--- config.mk ---
export PLATFORM = sky130hd
export DESIGN_NAME = alu_writeback
export DESIGN_NICKNAME = d
export VERILOG_FILES = /design/src/rtl/xm_pkg.sv /design/src/rtl/psw_reg.sv /design/src/rtl/alu_writeback.sv
export SDC_FILE = /design/constraint.sdc
export NUM_CORES = 1
export LEC_CHECK = 0
export ABC_AREA = 1
export CORE_ASPECT_RATIO = 0.9
export CORE_MARGIN = 1.5
export CORE_UTILIZATION = 44
export CTS_BUF_LIST = sky130_fd_sc_hd__clkbuf_8
export CTS_CLUSTER_SIZE = 12
export DETAILED_ROUTE_END_ITERATION = 12
export HOLD_SLACK_MARGIN = 0.03
export PLACE_DENSITY_LB_ADDON = 0.1
export SLEW_MARGIN = 20
export SYNTH_ARGS = -nofsm -noshare
export SYNTH_HDL_FRONTEND = slang
export SYNTH_HIERARCHICAL = 1
export SYNTH_SLANG_ARGS = --single-unit
--- constraint.sdc ---
create_clock -name i_clk -period 2.3 [get_ports i_clk]
set_input_delay 0.69 -clock i_clk [delete_from_list [all_inputs] [get_ports i_clk]]
set_output_delay 0.69 -clock i_clk [all_outputs]
set_load 0.01 [all_outputs]
--- src/rtl/xm_pkg.sv ---
// Shared definitions for the execute-stage writeback slice.
package xm_pkg;

    localparam int unsigned DATA_W = 16;
    localparam int unsigned REG_AW = 3;

    // Bit positions inside the {V,N,Z,C} status word
    localparam int unsigned FLAG_C = 0;
    localparam int unsigned FLAG_Z = 1;
    localparam int unsigned FLAG_N = 2;
    localparam int unsigned FLAG_V = 3;

    typedef enum logic [1:0] {
        StIdle  = 2'd0,
        StWrite = 2'd1,
        StDone  = 2'd2
    } wb_state_e;

    // Per-bit select: take new where mask is set, keep old elsewhere
    function automatic logic [3:0] merge_flags(input logic [3:0] old_f,
                                               input logic [3:0] new_f,
                                               input logic [3:0] mask);
        return (old_f & ~mask) | (new_f & mask);
    endfunction

endpackage

--- src/rtl/psw_reg.sv ---
// Processor status word: masked flag update with full-word load override.
module psw_reg
    import xm_pkg::*;
(
    input  logic       i_clk,
    input  logic       i_rst_n,
    input  logic       i_upd_en,
    input  logic [3:0] i_mask,
    input  logic [3:0] i_alu_flags,
    input  logic       i_load,
    input  logic [3:0] i_load_val,
    output logic [3:0] o_flags
);

    logic [3:0] r_flags;
    logic [3:0] w_flags_d;

    // Next flags: direct load wins over any masked ALU update in the same cycle
    always_comb begin
        w_flags_d = r_flags;
        if (i_upd_en) begin
            w_flags_d = merge_flags(r_flags, i_alu_flags, i_mask);
        end
        if (i_load) begin
            w_flags_d = i_load_val;
        end
    end

    // Flag register with synchronous active-low reset
    always_ff @(posedge i_clk) begin
        if (!i_rst_n) begin
            r_flags <= 4'b0000;
        end else begin
            r_flags <= w_flags_d;
        end
    end

    assign o_flags = r_flags;

endmodule

--- src/rtl/alu_writeback.sv ---
// ALU back end: accepts one result per handshake, updates PSW flags and
// writes the result to the register file over a req/ack port.
module alu_writeback
    import xm_pkg::*;
#(
    parameter int unsigned DATA_W = xm_pkg::DATA_W,
    parameter int unsigned REG_AW = xm_pkg::REG_AW
) (
    input  logic              i_clk,
    input  logic              i_rst_n,
    input  logic              i_wb_valid,
    output logic              o_wb_ready,
    input  logic [REG_AW-1:0] i_wb_dst,
    input  logic              i_wb_reg_en,
    input  logic [3:0]        i_wb_flag_mask,
    input  logic              i_byte_op,
    input  logic [DATA_W-1:0] i_alu_result,
    input  logic              i_alu_carry,
    input  logic              i_alu_zero,
    input  logic              i_alu_neg,
    input  logic              i_alu_ovf,
    input  logic              i_psw_load,
    input  logic [3:0]        i_psw_in,
    output logic              o_rf_wr_req,
    input  logic              i_rf_wr_ack,
    output logic [REG_AW-1:0] o_rf_wr_addr,
    output logic [DATA_W-1:0] o_rf_wr_data,
    output logic              o_rf_wr_byte,
    output logic [3:0]        o_psw_flags,
    output logic              o_alu_carry_in,
    output logic              o_wb_done
);

    wb_state_e         r_state;
    wb_state_e         w_state_d;
    logic              w_hs;
    logic [REG_AW-1:0] r_dst;
    logic [DATA_W-1:0] r_data;
    logic              r_byte;
    logic [3:0]        w_alu_flags;

    assign w_hs        = i_wb_valid & o_wb_ready;
    assign w_alu_flags = {i_alu_ovf, i_alu_neg, i_alu_zero, i_alu_carry};

    // Next-state: flags-only commands skip the register-file write
    always_comb begin
        w_state_d = r_state;
        unique case (r_state)
            StIdle: begin
                if (w_hs) begin
                    w_state_d = i_wb_reg_en ? StWrite : StDone;
                end
            end
            StWrite: begin
                if (i_rf_wr_ack) begin
                    w_state_d = StDone;
                end
            end
            StDone:  w_state_d = StIdle;
            default: w_state_d = StIdle;
        endcase
    end

    // State register
    always_ff @(posedge i_clk) begin
        if (!i_rst_n) begin
            r_state <= StIdle;
        end else begin
            r_state <= w_state_d;
        end
    end

    // Holding register keeps the write payload stable while the request is open
    always_ff @(posedge i_clk) begin
        if (!i_rst_n) begin
            r_dst  <= '0;
            r_data <= '0;
            r_byte <= 1'b0;
        end else if (w_hs) begin
            r_dst  <= i_wb_dst;
            r_data <= i_alu_result;
            r_byte <= i_byte_op;
        end
    end

    psw_reg u_psw_reg (
        .i_clk       (i_clk),
        .i_rst_n     (i_rst_n),
        .i_upd_en    (w_hs),
        .i_mask      (i_wb_flag_mask),
        .i_alu_flags (w_alu_flags),
        .i_load      (i_psw_load),
        .i_load_val  (i_psw_in),
        .o_flags     (o_psw_flags)
    );

    assign o_wb_ready     = (r_state == StIdle);
    assign o_rf_wr_req    = (r_state == StWrite);
    assign o_wb_done      = (r_state == StDone);
    assign o_rf_wr_addr   = r_dst;
    assign o_rf_wr_data   = r_data;
    assign o_rf_wr_byte   = r_byte;
    assign o_alu_carry_in = o_psw_flags[FLAG_C];

endmodule

==> flow_summary.html <==
<table>
<tr><th>Metric</th><th>Value</th></tr>
<tr><th colspan="2">Outcome</th></tr>
<tr><td>Run status</td><td>finished, final reports clean</td></tr>
<tr><th colspan="2">Setup path</th></tr>
<tr><td>Destination of the worst register-to-register timing path</td><td>o_rf_wr_data[0]</td></tr>
<tr><td>Reg-to-reg slack, setup</td><td>1.04 ns</td></tr>
<tr><td>Type of destination of the critical path</td><td>output port</td></tr>
<tr><td>Worst Setup Start Kind</td><td>flop</td></tr>
<tr><td>Cell family contributing the most delay on the critical path</td><td>buffers and inverters</td></tr>
<tr><td>CP max-delay cell</td><td>clkdlybuf4s50_1</td></tr>
<tr><td>Total buffers and inverters traversed by the critical path</td><td>2</td></tr>
<tr><td>Reg2Reg Depth</td><td>5</td></tr>
<tr><td>CP Max Fanout</td><td>5</td></tr>
<tr><td>CP Data Arrival Time</td><td>1.41 ns</td></tr>
<tr><td>Delay of the slowest cell on the worst path</td><td>0.53 ns</td></tr>
<tr><td>Cell Chain, Critical Path</td><td>inv_1, nor2_1, clkdlybuf4s50_1</td></tr>
<tr><td>Startpoint of the most critical register-to-register path</td><td>r_state[1]</td></tr>
<tr><td>Req. time, crit path</td><td>1.61 ns</td></tr>
<tr><td>Crit path kind</td><td>flop to output port</td></tr>
<tr><th colspan="2">Place</th></tr>
<tr><td>Final weighted congestion of routability-driven global placement</td><td>0.738</td></tr>
<tr><td>DP Wirelength</td><td>2000 µm</td></tr>
<tr><td>Post-detailed-placement cell area</td><td>1920 µm²</td></tr>
<tr><td>Number of port buffers</td><td>65</td></tr>
<tr><td>Dpl ws</td><td>0.393 ns</td></tr>
<tr><th colspan="2">Power and ir drop</th></tr>
<tr><td>Power density over the cells</td><td>571 nW/µm²</td></tr>
<tr><td>Net switching power of the design</td><td>300 µW</td></tr>
<tr><td>Internal Pwr Total</td><td>826 µW</td></tr>
<tr><td>Share of total power in the clock network</td><td>25.7%</td></tr>
<tr><td>Sequential share of power</td><td>45.7%</td></tr>
<tr><td>Combinational power share</td><td>28.6%</td></tr>
<tr><td>Overall power</td><td>1130 µW</td></tr>
<tr><td>Static power due to leakage</td><td>0.000936 µW</td></tr>
<tr><td>Fraction of power spent switching nets</td><td>26.6%</td></tr>
<tr><td>VDD IR max</td><td>498 µV</td></tr>
<tr><th colspan="2">STA</th></tr>
<tr><td>Relative slew slack</td><td>73.5%</td></tr>
<tr><td>Setup violations, final</td><td>0</td></tr>
<tr><td>Highest clock frequency the design can meet</td><td>476 MHz</td></tr>
<tr><td>Sum Neg Setup Slack</td><td>0 ns</td></tr>
<tr><td>Period minus WS final</td><td>2.10 ns</td></tr>
<tr><td>Unrepaired setup endpoints after global routing</td><td>no</td></tr>
<tr><td>Fraction of the cycle the final worst path needs</td><td>91.3%</td></tr>
<tr><td>Hold WS</td><td>0.485 ns</td></tr>
<tr><td>Slew at the pin closest to its max-slew limit</td><td>0.398 ns</td></tr>
<tr><td>Setup Skew</td><td>0.00419 ns</td></tr>
<tr><td>Final Max Tran Viols</td><td>0</td></tr>
<tr><td>Fin worst setup slack</td><td>0.200 ns</td></tr>
<tr><td>Final Hold Fails</td><td>0</td></tr>
<tr><th colspan="2">CTS</th></tr>
<tr><td>Clk Tree Root Cell</td><td>clkbuf_8</td></tr>
<tr><td>Clock transition at the register clock pins on the worst setup and hold paths after CTS</td><td>0.09 ns</td></tr>
<tr><td>Clock tree from TritonCTS</td><td>yes</td></tr>
<tr><td>Insertion delay to the later sink of the worst-skew pair</td><td>0.27 ns</td></tr>
<tr><td>Deepest clock path buffer count</td><td>2</td></tr>
<tr><td>Clock Sink Count</td><td>26</td></tr>
<tr><td>Number of levels the H-tree was split into</td><td>1</td></tr>
<tr><td>Number of post-CTS setup repair buffers</td><td>0</td></tr>
<tr><td>Inserted Clock Buffers</td><td>3</td></tr>
<tr><td>Post-CTS sizing</td><td>0</td></tr>
<tr><td># hold bufs at CTS</td><td>0</td></tr>
<tr><th colspan="2">Synth</th></tr>
<tr><td>Ys async rst share</td><td>0%</td></tr>
<tr><td>Most numerous cell types in the synthesized netlist</td><td>34 x nand2_1, 32 x nor2_1, 30 x inv_1, 29 x nand3_1, 26 x dfxtp_1</td></tr>
<tr><td>Number of cells produced by synthesis</td><td>190</td></tr>
<tr><td>Count of warnings emitted by yosys</td><td>6</td></tr>
<tr><td>Share of the synthesized area in the top cell type</td><td>40.9%</td></tr>
<tr><td>Dominant synthesized flop cell</td><td>dfxtp_1</td></tr>
<tr><td>Cell types with the largest area share after synthesis</td><td>dfxtp_1 41%, nand3_1 11%, nand2_1 10%</td></tr>
<tr><td>Syn Std Cell Area</td><td>1270 µm²</td></tr>
<tr><td>Share of synthesized area occupied by flip-flops and latches</td><td>40.9%</td></tr>
<tr><td>Number of nets in the synthesized netlist</td><td>228</td></tr>
<tr><td>Register bit total from synthesis</td><td>26</td></tr>
<tr><td>Number of flops mapped to enable cells by yosys</td><td>0</td></tr>
<tr><td>Most repeated cell in the gate-level netlist after synthesis</td><td>nand2_1</td></tr>
<tr><td>Cell type contributing the most total cell area after synthesis</td><td>dfxtp_1</td></tr>
<tr><td>Post-synthesis area per instance</td><td>6.70 µm²</td></tr>
<tr><td>Post-synth cell types</td><td>15</td></tr>
<tr><th colspan="2">Route</th></tr>
<tr><td>1st-pass router iterations</td><td>4</td></tr>
<tr><td>Residual DRC count</td><td>0</td></tr>
<tr><td>Total length of routed wires</td><td>2820 µm</td></tr>
<tr><td>Antenna violation net count after detailed routing</td><td>0</td></tr>
<tr><td>Avg Vias per Cell</td><td>4.38</td></tr>
<tr><td>Iter 0 DRT Violations</td><td>34</td></tr>
<tr><td>Vias post-DR</td><td>1275</td></tr>
<tr><td>Wire length per cell</td><td>9.70 µm</td></tr>
<tr><th colspan="2">GRT</th></tr>
<tr><td>All-Layer GR Usage</td><td>17.8%</td></tr>
<tr><td>Antenna violations before repair</td><td>0</td></tr>
<tr><td>Maximum number of pins on one net before global-route repair</td><td>43</td></tr>
<tr><td>Fraction of met1 tracks used by global routing</td><td>23.9%</td></tr>
<tr><td>Global-route wire length before repair</td><td>4390 µm</td></tr>
<tr><td>Most utilized layer in the global route result</td><td>met2</td></tr>
<tr><td>Routing usage on met2</td><td>28.4%</td></tr>
<tr><td>Number of global-route vias before repair</td><td>1039</td></tr>
<tr><td>Met3 Track Usage GR</td><td>5.77%</td></tr>
<tr><td>GRT overflow</td><td>0</td></tr>
<tr><th colspan="2">Hold path</th></tr>
<tr><td>Worst hold endpoint</td><td>o_rf_wr_addr[0]</td></tr>
<tr><td>Beginning of the worst hold path</td><td>o_rf_wr_addr[0]</td></tr>
<tr><td>Number of stages on the worst hold path</td><td>2</td></tr>
<tr><td>Path type of the worst min-delay path</td><td>flop to flop</td></tr>
<tr><th colspan="2">Finish</th></tr>
<tr><td>Layout cell share with drive strength beyond 1</td><td>5.18%</td></tr>
<tr><td>Diodes inserted</td><td>0</td></tr>
<tr><td>Layout overhead on the synthesized area</td><td>54.9%</td></tr>
<tr><td>Final design instance area without fill</td><td>1970 µm²</td></tr>
<tr><td>Area of all sequential standard cells</td><td>520 µm²</td></tr>
<tr><td>Number of nets in the layout</td><td>290</td></tr>
<tr><td>Filler cell count</td><td>249</td></tr>
<tr><td>Multi-input logic area</td><td>536 µm²</td></tr>
<tr><th colspan="2">Die</th></tr>
<tr><td>Horizontal extent of the die</td><td>59.7 µm</td></tr>
<tr><td>Initial Utilization</td><td>46.3%</td></tr>
<tr><td>IO Pins</td><td>66</td></tr>
<tr><td>Row count</td><td>18</td></tr>
<tr><td>Vertical die dimension</td><td>54.0 µm</td></tr>
<tr><td>Floorplan die area</td><td>3220 µm²</td></tr>
<tr><td>Core Box Area</td><td>2750 µm²</td></tr>
<tr><th colspan="2">Run</th></tr>
<tr><td>Total of max-cap violations</td><td>0</td></tr>
</table>
-- power groups by stage --
stage	clock [µW]	sequential (µW)	combinational, µW
after global routing	317	519	358
after floorplan	0	542	149
after detailed placement	0	525	323
after global placement	0	525	321
final	289	515	322
after CTS	300	515	324
-- metrics by stage --
stage	instances	utilization [%]
floorplan	190	-
detailed placement	287	69.7
global placement	287	69.7
global route	291	71.7
CTS	291	71.7
finish	291	71.7
-- how the worst max path moves through the flow --
stage,from,end,slack [ns],depth (start not counted)
2_1_floorplan,i_wb_valid,flop,0.81,9
3_3_place_gp,i_wb_valid,o_rf_wr_data[8],0.41,5
3_5_place_dp,i_wb_valid,o_rf_wr_data[0],0.39,5
4_1_cts,r_state[0],o_rf_wr_req,0.18,3
5_1_grt,r_state[1],o_wb_done,0.10,3
6_report,r_state[0],o_rf_wr_req,0.20,3
-- cells in the final DEF, fill, tap and decap left out, types with 4 or more instances in the layout --
master / count
dfxtp_1: 26
inv_1: 30
clkdlybuf4s50_1: 65
nand2_1: 34
a21oi_1: 20
nor2_1: 32
clkbuf_8: 4
nand3_1: 29
buf_4: 5
-- kinds of logic (layout without fill, tap and decap cells) --
kind of cell / Yosys count / after routing / synth area share (%)
AOI/OAI and AO/OA: 21 / 21 / 8.56
buffers and inverters: 44 / 105 / 17.0
DFF: 26 / 26 / 40.9
and+or+nand+nor: 99 / 99 / 33.5
-- layer usage --
layer  part of all wire [%]  up-vias
li1                       -      701
met1                     49      534
met2                     42       40
met3                    8.8        0
met4                      0        0
met5                      0        -
-- worst register-to-register path, cell delays in order, from the launching register on --
cell and delay [ns]:
dfxtp_1 0.37, nor2_4 0.15, buf_4 0.37, nand3_1 0.15, nand2_1 0.09, nor2_1 0.04
-- area by class of cell --
| type | count | share of cell area [%] |
|---|---|---|
| tap | 40 | 2.54 |
| multi-input combinational | 120 | 27.2 |
| inverter | 31 | 6.16 |
| sequential | 26 | 26.4 |
| timing repair buffer | 70 | 34.9 |
| clock buffer | 4 | 2.79 |
(Power assumes the default switching activity.)
